$ cat src/rtl/jtdd_sdram_sched.sv
// jtdd_sdram_sched: four-slot ROM read scheduler with one-word tag caches and round-robin SDRAM access
module jtdd_sdram_sched #(
    parameter int AW = 22,
    parameter int DW = 32
) (
    input  logic          clk,
    input  logic          rst,
    input  logic          downloading,
    input  logic [3:0]    slot_cs,
    input  logic [AW-1:0] slot0_addr,
    input  logic [AW-1:0] slot1_addr,
    input  logic [AW-1:0] slot2_addr,
    input  logic [AW-1:0] slot3_addr,
    output logic [3:0]    slot_ok,
    output logic [DW-1:0] slot0_dout,
    output logic [DW-1:0] slot1_dout,
    output logic [DW-1:0] slot2_dout,
    output logic [DW-1:0] slot3_dout,
    output logic          sdram_req,
    output logic [AW-1:0] sdram_addr,
    input  logic          sdram_ack,
    input  logic          data_rdy,
    input  logic [DW-1:0] data_read
);
    typedef enum logic [1:0] {IDLE, WAIT_ACK, WAIT_DATA} state_t;
    state_t        state_q, state_d;
    logic [1:0]    cur_q, cur_d, rr_q, rr_d, gnt, idx;
    logic          req_q, req_d, drop_q, drop_d, found, fill;
    logic [AW-1:0] addr_q, addr_d;
    logic [AW-1:0] addr_in [4];
    logic [AW-1:0] tag_q [4];
    logic [AW-1:0] tag_d [4];
    logic [DW-1:0] data_q [4];
    logic [DW-1:0] data_d [4];
    logic [3:0]    valid_q, valid_d, hit, miss;
    assign addr_in[0] = slot0_addr;
    assign addr_in[1] = slot1_addr;
    assign addr_in[2] = slot2_addr;
    assign addr_in[3] = slot3_addr;
    assign slot_ok    = hit;
    assign slot0_dout = data_q[0];
    assign slot1_dout = data_q[1];
    assign slot2_dout = data_q[2];
    assign slot3_dout = data_q[3];
    assign sdram_req  = req_q;
    assign sdram_addr = addr_q;
    // cache lookup; the slot being served is never counted as a fresh miss
    always_comb begin
        for (int i = 0; i < 4; i++) begin
            hit[i]  = slot_cs[i] & valid_q[i] & (addr_in[i] == tag_q[i]);
            miss[i] = slot_cs[i] & ~hit[i] & ~(state_q != IDLE && cur_q == 2'(i));
        end
    end
    // round-robin search for the first missing slot at or after rr_q
    always_comb begin
        found = 1'b0;
        gnt   = rr_q;
        idx   = rr_q;
        for (int i = 0; i < 4; i++) begin
            idx = rr_q + 2'(i);
            if (!found && miss[idx]) begin
                found = 1'b1;
                gnt   = idx;
            end
        end
    end
    // transaction FSM and cache fill; downloading invalidates everything and suppresses fills
    always_comb begin
        state_d = state_q;
        cur_d   = cur_q;
        rr_d    = rr_q;
        req_d   = req_q;
        addr_d  = addr_q;
        drop_d  = drop_q;
        fill    = 1'b0;
        case (state_q)
            IDLE: begin
                if (!downloading && found) begin
                    cur_d   = gnt;
                    addr_d  = addr_in[gnt];
                    req_d   = 1'b1;
                    state_d = WAIT_ACK;
                end
            end
            WAIT_ACK: begin
                if (downloading) begin
                    req_d   = 1'b0;
                    state_d = IDLE;
                end else if (sdram_ack) begin
                    req_d = 1'b0;
                    if (data_rdy) begin
                        fill    = 1'b1;
                        rr_d    = cur_q + 2'd1;
                        state_d = IDLE;
                    end else begin
                        state_d = WAIT_DATA;
                    end
                end
            end
            WAIT_DATA: begin
                drop_d = drop_q | downloading;
                if (data_rdy) begin
                    fill    = ~(drop_q | downloading);
                    rr_d    = cur_q + 2'd1;
                    drop_d  = 1'b0;
                    state_d = IDLE;
                end
            end
            default: state_d = IDLE;
        endcase
        tag_d   = tag_q;
        data_d  = data_q;
        valid_d = downloading ? 4'b0 : valid_q;
        if (fill) begin
            tag_d[cur_q]   = addr_q;
            data_d[cur_q]  = data_read;
            valid_d[cur_q] = 1'b1;
        end
    end
    // state registers
    always_ff @(posedge clk) begin
        if (rst) begin
            state_q <= IDLE;
            cur_q   <= 2'd0;
            rr_q    <= 2'd0;
            req_q   <= 1'b0;
            addr_q  <= '0;
            drop_q  <= 1'b0;
            valid_q <= 4'b0;
            tag_q   <= '{default: '0};
            data_q  <= '{default: '0};
        end else begin
            state_q <= state_d;
            cur_q   <= cur_d;
            rr_q    <= rr_d;
            req_q   <= req_d;
            addr_q  <= addr_d;
            drop_q  <= drop_d;
            valid_q <= valid_d;
            tag_q   <= tag_d;
            data_q  <= data_d;
        end
    end
endmodule

$ cat config.mk
export PLATFORM = sky130hd
export DESIGN_NAME = jtdd_sdram_sched
export DESIGN_NICKNAME = d
export VERILOG_FILES = /design/src/rtl/jtdd_sdram_sched.sv
export SDC_FILE = /design/constraint.sdc
export NUM_CORES = 1
export LEC_CHECK = 0
export CORE_MARGIN = 2
export CORE_UTILIZATION = 45
export CTS_CLUSTER_SIZE = 10
export DETAILED_ROUTE_END_ITERATION = 10
export DONT_BUFFER_PORTS = 1
export MAX_ROUTING_LAYER = met4
export SLEW_MARGIN = 20
export SYNTH_ARGS = -nofsm -noshare
export SYNTH_HDL_FRONTEND = slang
export SYNTH_SLANG_ARGS = --single-unit
export TNS_END_PERCENT = 1
$ cat constraint.sdc
create_clock -name clk -period 6.5 [get_ports clk]
set_input_delay 1.3 -clock clk [delete_from_list [all_inputs] [get_ports clk]]
set_output_delay 1.3 -clock clk [all_outputs]
set_load 0.02 [all_outputs]
# Word level (Yosys, flattened, before mapping)
# Index checks and enable logic that the tools add are counted.
word_totals:
  elab_cells: 142
  latchBits: 0
  ram_bits: 0
  regBits: 250
  memories: 0
  in_bits: 129
  mem_bits_ro: 0
op_classes:
  bitwise_logic: 29
  magnitude_cmp: 9
  addsub: 4
  reduce_logical: 23
  n_shift: 0
  n_mul: 0
  n_eq_ne: 14
  div: 0
  mux: 48
ops:
  columns: ["cell", "n"]
  rows:
  - ["$bwmux W128", 1]
  - ["$bwmux W88", 1]
  - ["$eq A22 B22 Y1", 4]
  - ["$mux W22", 3]
  - ["$demux W32 S2", 1]
  - ["$bmux W22 S2", 1]
  - ["$demux W22 S2", 1]
  - ["$mux W32", 1]
  - ["$mux W2", 11]
  - ["$mux W1", 17]
  - ["$and A1 B1 Y1", 16]
  - ["$lt A2 B3 Y1 const B", 5]
  - ["$logic_and A1 B1 Y1", 10]
  - ["$not A1 Y1", 9]
  - ["$reduce_and A3 Y1", 3]
  - ["$bmux W1 S2", 4]
  - ["$mux W4", 2]
  - ["$ne A2 B2 Y1 const B", 4]
  - ["$eq A2 B2 Y1 const B", 3]
  - ["$ge A3 B3 Y1 const B", 2]
  - ["$not A2 Y3", 2]
  - ["$pmux W2 S3", 1]
  - ["$reduce_bool A2 Y1", 3]
  - ["$add A2 B1 Y2 const B", 2]
  - ["other kinds (13)", 20]

# Longest topological paths before layout
# Gate-level depths: netlist of run 1.
logic_depth:
  word_depth: 21
  ltp_mapped: 11
  mapped_depth_nobuf: 9

# Worst setup path before layout of run 1
# OpenSTA, ideal clock, no wires.
synth_timing:
  path_kind: "input to output"
  from: "input slot2_addr[19]"
  to: "output slot_ok[2]"
  arrival_ps: 2463
  path_stages: 3
  setup_slack_ps: 2737
  t_required_ps: 5200
  path_cell_list: "xor2_1 -> or4_1 -> nor3_1"
synth_via:
  elab_chain_len: 2
synth_rtl:
  columns: ["element", "line", "source"]
  rows:
  - ["start, declared", "12", "input logic [AW-1:0] slot2_addr,"]
  - ["$eq A22 B22 Y1", "50", "hit[i] = slot_cs[i] & valid_q[i] & (addr_in[i] == tag_q[i]);"]
  - ["$and A1 B1 Y1", "50", null]
  - ["end, declared", "14", "output logic [3:0] slot_ok,"]
# No other way between the ends.

# Worst setup path after layout of run 1
# Same ends and word-level chain as after synthesis.

==> flow_summary.json, run 1 <==
{
  "run_status": "finished clean",
  "power_frac_clock_pct": 44.1,
  "critPathArrivalTime_ns": 2.78,
  "vdd.ir_drop.worst_v": 0.000189,
  "grt.overflow.total": 0,
  "design.portCount": 284,
  "via_count": 8845,
  "portBuffers": 0,
  "gr-usage-all-layers_pct": 27.6,
  "pwr-share-seq_pct": 50.2,
  "final.fill_count": 2208,
  "drv.max_cap_violation_count": 0,
  "fin_skew_ns": 0.00935,
  "power_switching_w": 0.000795,
  "drt.antenna.violating_nets": 0,
  "ff2ff_setup_slack_ns": 2.86,
  "routed_wl_um": 34000,
  "relative_max_transition_margin_pct": 22.1,
  "utilization_pct": 50.2,
  "root_buffer": "clkbuf_16",
  "cts.repair_timing.setup_buffer_count": 0,
  "timing_worst_setup_path_type": "input pin to output port",
  "finalSetupViolCount": 0,
  "ratio_of_cells_with_drive_above_1_in_the_final_layout_pct": 4.91,
  "postSynthCellCount": 1291,
  "total_leakage_power_nw": 3.88,
  "ys.warnings.count": 0,
  "place_ws_ns": 1.92,
  "netlist_top_cells_area": "dfxtp_1, nand2_1, a21oi_1, xor2_1, mux2i_1",
  "timing_max_transition_violations_final": 0,
  "synth_top_cell_by_area": "dfxtp_1",
  "tritoncts_clock_tree": "yes",
  "syn2layout_area_growth_pct": 8.93,
  "wire_length_of_the_first_global_routing_pass_um": 50400,
  "cts_max_level": 1,
  "clock_tree.buffer_depth": 3,
  "mappedNetlistNets": 1428,
  "setup.worst_path.start_class": "input pin",
  "critical_path.max_stage_delay_ns": 0.76,
  "crit_buf_inv": 0,
  "place_congestion": 0.857,
  "firstDrtPassIters": 8,
  "timing.critical_path.fanout_max": 2,
  "synthDistinctLibCells": 42,
  "post_cts_hold_buffer_count": 0,
  "fin_crit_share_pct": 62.8,
  "cts_inserted_buffers": 29,
  "fp.dieH_um": 156,
  "worst_pin_slew_ns": 1.17,
  "synth_top_area_share_pct": 47.8,
  "dpl.cell_count": 1510,
  "synth_top_flop_cell": "dfxtp_1",
  "part_of_the_yosys_area_used_for_sequential_elements_pct": 47.8,
  "antenna_found_initial": 0,
  "crit_family": "simple AND/OR/NAND/NOR gates",
  "timing.critical_path.slowest_stage_cell": "nor3_1",
  "max_freq_ghz": 0.245,
  "fp.dieArea_um2": 24500,
  "clkTransAtPathRegs_ns": 0.06,
  "diodes": 0,
  "layout.cells.most_common": "nand2_1",
  "yosys_register_bits": 250,
  "avgSynthCellArea_um2": 8.11,
  "final_critical_path_setup_slack_ns": 2.42,
  "ctsResizeCount": 0,
  "asyncSetResetFlopFracSynth_pct": 0,
  "crit_required_ns": 5.20,
  "power.density_nw_per_um2": 286,
  "routedWlPerCell_um": 22.0,
  "number_of_drc_violations_after_detailed_routing": 0,
  "rsz0062_at_grt": "false",
  "cts_num_sinks": 250,
  "num_rows": 55,
  "clk-insertion-delay-late_ns": 0.55,
  "die_w_um": 156,
  "power_report.internal_total_w": 0.00246,
  "floorplan.initialDensity_pct": 46.1,
  "netlist_area_um2": 10500,
  "critPathCaptureType": "output port",
  "pin_count_of_the_biggest_net_entering_global_routing": 231,
  "instances_no_fill": 1547,
  "final_cell_mix": "nand2_1, dfxtp_1, a21oi_1",
  "worst_hold_slack_ns": 0.464,
  "combPwrFrac_pct": 5.8,
  "place_hpwl_um": 22600,
  "finish.net_count": 1393,
  "timing_hold_violations_final": 0,
  "first_global_vias": 8327,
  "worst_hold_path_type": "register to register",
  "sw_frac_of_total_pct": 24.4,
  "avgViaCountPerCell": 5.72,
  "path_cells": "xor2_1 -> or4_1 -> nor3_1",
  "core-area_um2": 22700,
  "timing.final.crit_period_ns": 4.08,
  "totalNegativeSetupSlack_ns": 0,
  "drt_first_iter_violations": 652,
  "number_of_synthesized_flops_with_an_enable_pin": 0
}
synth_stat cells (all sizes together) (2+ instances only):
master	instances
nor4	25
a41oi	2
nor3	7
nor2	13
nand2	470
mux2i	46
buf	9
clkbuf	70
xor2	78
o21ai	4
xnor2	10
o221a	2
ha	8
nand2b	7
or2	2
nand4	6
inv	11
o221ai	29
a21oi	229
dfxtp	250
state kept, by name, summed over array words and instances (netlist names), 2 cells and up:
signal      cells
cur_q           2
rr_q            2
sdram_addr     22
slot0_dout     32
slot1_dout     32
slot2_dout     32
slot3_dout     32
state_q         2
tag_q          88
valid_q         4
tightest hold or removal path: cells and delay by family (launching register included):
| kind | cells | cell delay, ns |
|---|---|---|
| flops | 1 | 0.31 |
| simple gates | 1 | 0.05 |
| compound gates | 1 | 0.05 |
routing by layer:
layer | global-route usage [%] | share of wire (%)
met1 | 34.1 | 41
met2 | 43.1 | 46
met3 | 7.73 | 9.7
met4 | 10.2 | 3.5
met5 | - | 0
layout make-up:
class	instances	area [µm²]	share of cell area, %
Tap cell	285	357	3.13
Clock buffer	36	782	6.86
Inverter	11	41.3	0.362
Clock inverter	1	8.76	0.0768
Sequential cell	250	5000	43.9
Multi-Input combinational cell	951	5110	44.8
Timing Repair Buffer	13	97.6	0.856
worst paths after layout:
kind | cells past startpoint | to | from
setup / recovery | 3 | slot_ok[2] | slot2_addr[19]
hold reg to reg | 2 | tag_q[8] | tag_q[8]
setup reg to reg | 9 | sdram_addr[15] | tag_q[45]
hold / removal | 2 | tag_q[8] | tag_q[8]
power groups by stage:
stage / Combinational, W / Clock [W] / Sequential, W
4_1_cts: 0.000186 / 0.00146 / 0.00163
6_report: 0.000187 / 0.00144 / 0.00163
2_1_floorplan: 0.000168 / 0 / 0.00165
3_5_place_dp: 0.000186 / 0 / 0.00167
5_1_grt: 0.000201 / 0.00152 / 0.00164
3_3_place_gp: 0.000182 / 0 / 0.00167
logic make-up after synthesis:
group	share of synthesized area [%]
adder cells (fa/ha/maj)	0.957
AND/OR/NAND/NOR	20.8
multiplexers	4.40
AO/OA/AOI/OAI	14.8
XOR/XNOR	7.37
flip-flops	47.8
buffers and inverters	3.87
metrics by stage:
step                area (µm²)  power, W
floorplan                10500   0.00181
global placement         10600   0.00185
detailed placement       10600   0.00185
CTS                      11400   0.00327
global route             11400   0.00335
finish                   11400   0.00326
(Power assumes the default switching activity.)
==> run 2: changes to the inputs <==
Clock period 6.5 ns to 4 ns, I/O delays scaled along.
==> flow_summary.json, run 2 (synthesis gave the netlist of run 1 again) <==
{
  "wire_length_of_the_first_global_routing_pass_um": 50700,
  "num_rows": 55,
  "ratio_of_cells_with_drive_above_1_in_the_final_layout_pct": 5.43,
  "cts_inserted_buffers": 29,
  "place_congestion": 0.920,
  "portBuffers": 0,
  "diodes": 0,
  "worst_hold_slack_ns": 0.358,
  "run_status": "finished clean",
  "critPathArrivalTime_ns": 2.38,
  "floorplan.initialDensity_pct": 46.1,
  "power.density_nw_per_um2": 457,
  "final_cell_mix": "nand2_1, dfxtp_1, a21oi_1",
  "instances_no_fill": 1555,
  "final_critical_path_setup_slack_ns": 0.818,
  "design.portCount": 284,
  "grtUsageMet1_pct": 34.6,
  "avgViaCountPerCell": 5.70,
  "worst_pin_slew_ns": 1.10,
  "drv.max_cap_violation_count": 0,
  "grtUsageMet3_pct": 8.11,
  "largest_register_ff_count": 88,
  "gr-max-usage-layer": "met2",
  "fp.dieH_um": 156,
  "pin_count_of_the_biggest_net_entering_global_routing": 231,
  "finish.net_count": 1402,
  "final.fill_count": 2210,
  "largest-register": "tag_q",
  "routedWlPerCell_um": 22.1,
  "timing_hold_violations_final": 0,
  "crit_required_ns": 3.20,
  "totalNegativeSetupSlack_ns": 0,
  "cts_max_level": 1,
  "total_leakage_power_nw": 3.91,
  "timing_worst_setup_path_type": "register to output port",
  "grt.overflow.total": 0,
  "drt.antenna.violating_nets": 0,
  "gr-usage-all-layers_pct": 27.8,
  "finalSetupViolCount": 0,
  "use_met2_pct": 43.6,
  "max_freq_ghz": 0.314,
  "vdd.ir_drop.worst_v": 0.000349,
  "timing.final.crit_period_ns": 3.18,
  "rsz0062_at_grt": "false",
  "critPathCaptureType": "output port",
  "first_global_vias": 8374,
  "worst_hold_path_type": "input pin to register",
  "layout.cells.most_common": "nand2_1",
  "post_cts_hold_buffer_count": 0,
  "cts_num_sinks": 250,
  "fp.dieArea_um2": 24500,
  "die_w_um": 156,
  "root_buffer": "clkbuf_16",
  "place_ws_ns": 0.582,
  "firstDrtPassIters": 5,
  "relative_max_transition_margin_pct": 26.6,
  "routed_wl_um": 34300,
  "clock_tree.buffer_depth": 3,
  "antenna_found_initial": 0,
  "syn2layout_area_growth_pct": 9.32,
  "fin_skew_ns": 0.00904,
  "tritoncts_clock_tree": "yes",
  "setup.worst_path.start_class": "register",
  "clk-insertion-delay-late_ns": 0.53,
  "fin_crit_share_pct": 79.5,
  "clkTransAtPathRegs_ns": 0.06,
  "place_hpwl_um": 23300,
  "timing.critical_path.fanout_max": 3,
  "number_of_drc_violations_after_detailed_routing": 0,
  "timing_max_transition_violations_final": 0,
  "core-area_um2": 22700,
  "dpl.cell_count": 1519,
  "via_count": 8865,
  "cts.repair_timing.setup_buffer_count": 0,
  "drt_first_iter_violations": 676,
  "ctsResizeCount": 0
}
-- run 2: cell count changes in the layout (fill, tap and decap cells not counted), sizes merged --
cell    change
buf         +9
clkbuf      -1
clkinv      +1
inv         -1
-- run 2: through the flow --
step / power, W / area (µm²) / util [%]
floorplan: 0.00295 / 10500 / -
global placement: 0.00300 / 10700 / 47.0
detailed placement: 0.00301 / 10700 / 47.0
CTS: 0.00526 / 11400 / 50.4
global route: 0.00540 / 11400 / 50.4
finish: 0.00523 / 11400 / 50.4
-- run 2: report_power, final --
group | internal [W] | leakage, nW | total (W) | switching (W)
combinational | 0.000126 | 1.52 | 0.000306 | 0.000180
sequential | 0.00253 | 2.02 | 0.00265 | 0.000121
clock | 0.00130 | 0.374 | 0.00227 | 0.000964
-- run 2: area by class of cell --
cell class / count / area [µm²] / area share, %
multi-input cells: 951 / 5110 / 44.7
flip-flops and latches: 250 / 5000 / 43.8
clock buffers: 35 / 758 / 6.63
well taps: 285 / 357 / 3.12
repair buffers: 22 / 165 / 1.44
inverters: 11 / 41.3 / 0.361
clock inverters: 1 / 5.00 / 0.0438
-- run 2: routing by layer --
metal	part of all wire [%]	wire, µm
met2	46	15800
met3	10	3470
met4	3.1	1070
met5	0	0
met1	41	14000
-- run 2: worst paths after layout --
check,from,endpoint,slack [ns],cells after the start
max reg2reg,tag_q[57],sdram_addr[7],0.96,9
min reg2reg,tag_q[16],tag_q[16],0.46,2
min,rst,slot3_dout[4],0.36,1
max,tag_q[57],slot_ok[1],0.82,4
-- run 2: critical path, stage by stage, from the launching register on --
cell and delay, ns:
dfxtp_1 0.31, xor2_1 0.18, nor4_1 0.60, nand4_1 0.28, nor2_1 0.48
==> run 3: changes to the inputs <==
Clock period 4 ns to 2.9 ns, I/O delays scaled along.
==> flow_summary.json, run 3 (synthesis gave the netlist of run 1 again) <==
{
  "drv.max_cap_violation_count": 0,
  "post_cts_hold_buffer_count": 0,
  "drt.antenna.violating_nets": 0,
  "path_cells": "xor2_1 -> nor4_1 -> buf_4 -> nand4_1 -> buf_4 -> nor2_1 -> buf_4",
  "core-area_um2": 22700,
  "place_hpwl_um": 23800,
  "portBuffers": 0,
  "worstReg2RegEnd": "sdram_addr[10]",
  "totalPowerFinal_w": 0.00722,
  "finalSetupViolCount": 0,
  "worst_pin_slew_ns": 0.695,
  "place_congestion": 0.920,
  "first_global_vias": 8729,
  "vdd.ir_drop.worst_v": 0.000455,
  "ff2ff_setup_slack_ns": 0.10,
  "drt_first_iter_violations": 589,
  "avgViaCountPerCell": 5.67,
  "timing.critical_path.slowest_stage_cell": "nor4_1",
  "max_freq_ghz": 0.353,
  "total_leakage_power_nw": 4.01,
  "timing_max_transition_violations_final": 0,
  "sequential_cell_area_um2": 5000,
  "design.portCount": 284,
  "syn2layout_area_growth_pct": 11.0,
  "fp.dieH_um": 156,
  "num_rows": 55,
  "largest_register_ff_count": 88,
  "area_of_the_multi_input_gates_um2": 5110,
  "antenna_found_initial": 0,
  "timing_hold_violations_final": 0,
  "fp.dieArea_um2": 24500,
  "wire_length_of_the_first_global_routing_pass_um": 51600,
  "worst_hold_path_type": "input pin to register",
  "routed_wl_um": 34700,
  "whs_path_depth": 1,
  "pin_count_of_the_biggest_net_entering_global_routing": 231,
  "tritoncts_clock_tree": "yes",
  "ff2ff_path_depth": 11,
  "critPathArrivalTime_ns": 2.25,
  "routedWlPerCell_um": 22.0,
  "via_count": 8921,
  "clock_tree.buffer_depth": 3,
  "cts_max_level": 1,
  "die_w_um": 156,
  "cp-startpoint": "tag_q[52]",
  "crit_required_ns": 2.32,
  "finish.net_count": 1419,
  "timing.critical_path.mode_cell": "buf_4",
  "rsz0062_at_grt": "false",
  "final_cell_mix": "nand2_1, dfxtp_1, a21oi_1",
  "diodes": 0,
  "timing.final.crit_period_ns": 2.83,
  "utilization_pct": 51.1,
  "floorplan.initialDensity_pct": 46.1,
  "relative_max_transition_margin_pct": 53.3,
  "timing_worst_setup_path_type": "register to output port",
  "largest-register": "tag_q",
  "critical_path.max_stage_delay_ns": 0.48,
  "grt.overflow.total": 0,
  "clk-insertion-delay-late_ns": 0.53,
  "timing.critical_path.fanout_max": 3,
  "run_status": "finished clean",
  "ratio_of_cells_with_drive_above_1_in_the_final_layout_pct": 6.76,
  "layout.cells.most_common": "nand2_1",
  "firstDrtPassIters": 5,
  "final.fill_count": 2203,
  "number_of_drc_violations_after_detailed_routing": 0,
  "timing.rr.start": "tag_q[52]",
  "setup.worst_path.start_class": "register",
  "root_buffer": "clkbuf_16",
  "clkTransAtPathRegs_ns": 0.05,
  "critPathCaptureType": "output port",
  "gr-usage-all-layers_pct": 28.3,
  "endpoint": "slot_ok[1]",
  "cts_inserted_buffers": 29,
  "power.density_nw_per_um2": 622,
  "fin_crit_share_pct": 97.7,
  "fin_skew_ns": 0.0168,
  "cts_num_sinks": 250
}
[run 3: cell count changes in the layout (fill, tap and decap cells not counted), sizes merged]
| cell | delta |
|---|---|
| buf | +17 |
[run 3: routing by layer]
| layer | global-route usage (%) | up-vias | share of wire (%) |
|---|---|---|---|
| met5 | - | - | 0 |
| met4 | 10.7 | 0 | 3.9 |
| met3 | 8.09 | 73 | 9.6 |
| met2 | 44.7 | 377 | 46 |
| met1 | 34.5 | 4181 | 40 |
| li1 | - | 4290 | - |
[run 3: worst min-delay path by stage]
stage | from | end | slack [ns]
floorplan | tag_q[0] | tag_q[0] | 0.45
global placement | tag_q[14] | tag_q[14] | 0.45
detailed placement | tag_q[64] | tag_q[64] | 0.45
CTS | rst | slot3_dout[5] | 0.12
global route | rst | slot1_dout[5] | 0.11
finish | rst | slot3_dout[5] | 0.14
[run 3: cell type report]
cell class | instances | area share [%]
clock buffer | 35 | 6.53
multi-input combinational | 951 | 44.0
timing repair buffer | 39 | 2.85
inverter | 11 | 0.356
tap | 285 | 3.07
sequential | 250 | 43.1
clock inverter | 1 | 0.0431
[run 3: stage by stage]
step	hold WS [ns]	area (µm²)	setup TNS, ns	setup slack (ns)	std cells
after floorplan	0.448	10500	0	0.477	1291
after detailed placement	0.453	10800	-0.952	-0.102	1536
after CTS	0.120	11600	0	0.0826	1572
after global placement	0.449	10800	-1.19	-0.126	1536
final	0.143	11600	0	0.0660	1572
after global routing	0.114	11600	0	0.0140	1572
[run 3: power breakdown]
part / switching, W / total (W) / internal [W]
Combinational: 0.000260 / 0.000461 / 0.000201
Sequential: 0.000165 / 0.00366 / 0.00349
Clock: 0.00131 / 0.00310 / 0.00180
[run 3: what timing repair did]
action / CTS / global route
setup buffers: 0 / 0
endpoints found under the setup margin: 0 / 46
gates resized for setup: 0 / 1
[run 3: critical path: cells and delay by family, from the launching register on]
kind | cells | cell delay, ns
buffers and inverters | 3 | 0.54
flip-flops | 1 | 0.32
AND/OR/NAND/NOR | 3 | 0.68
XOR/XNOR | 1 | 0.19
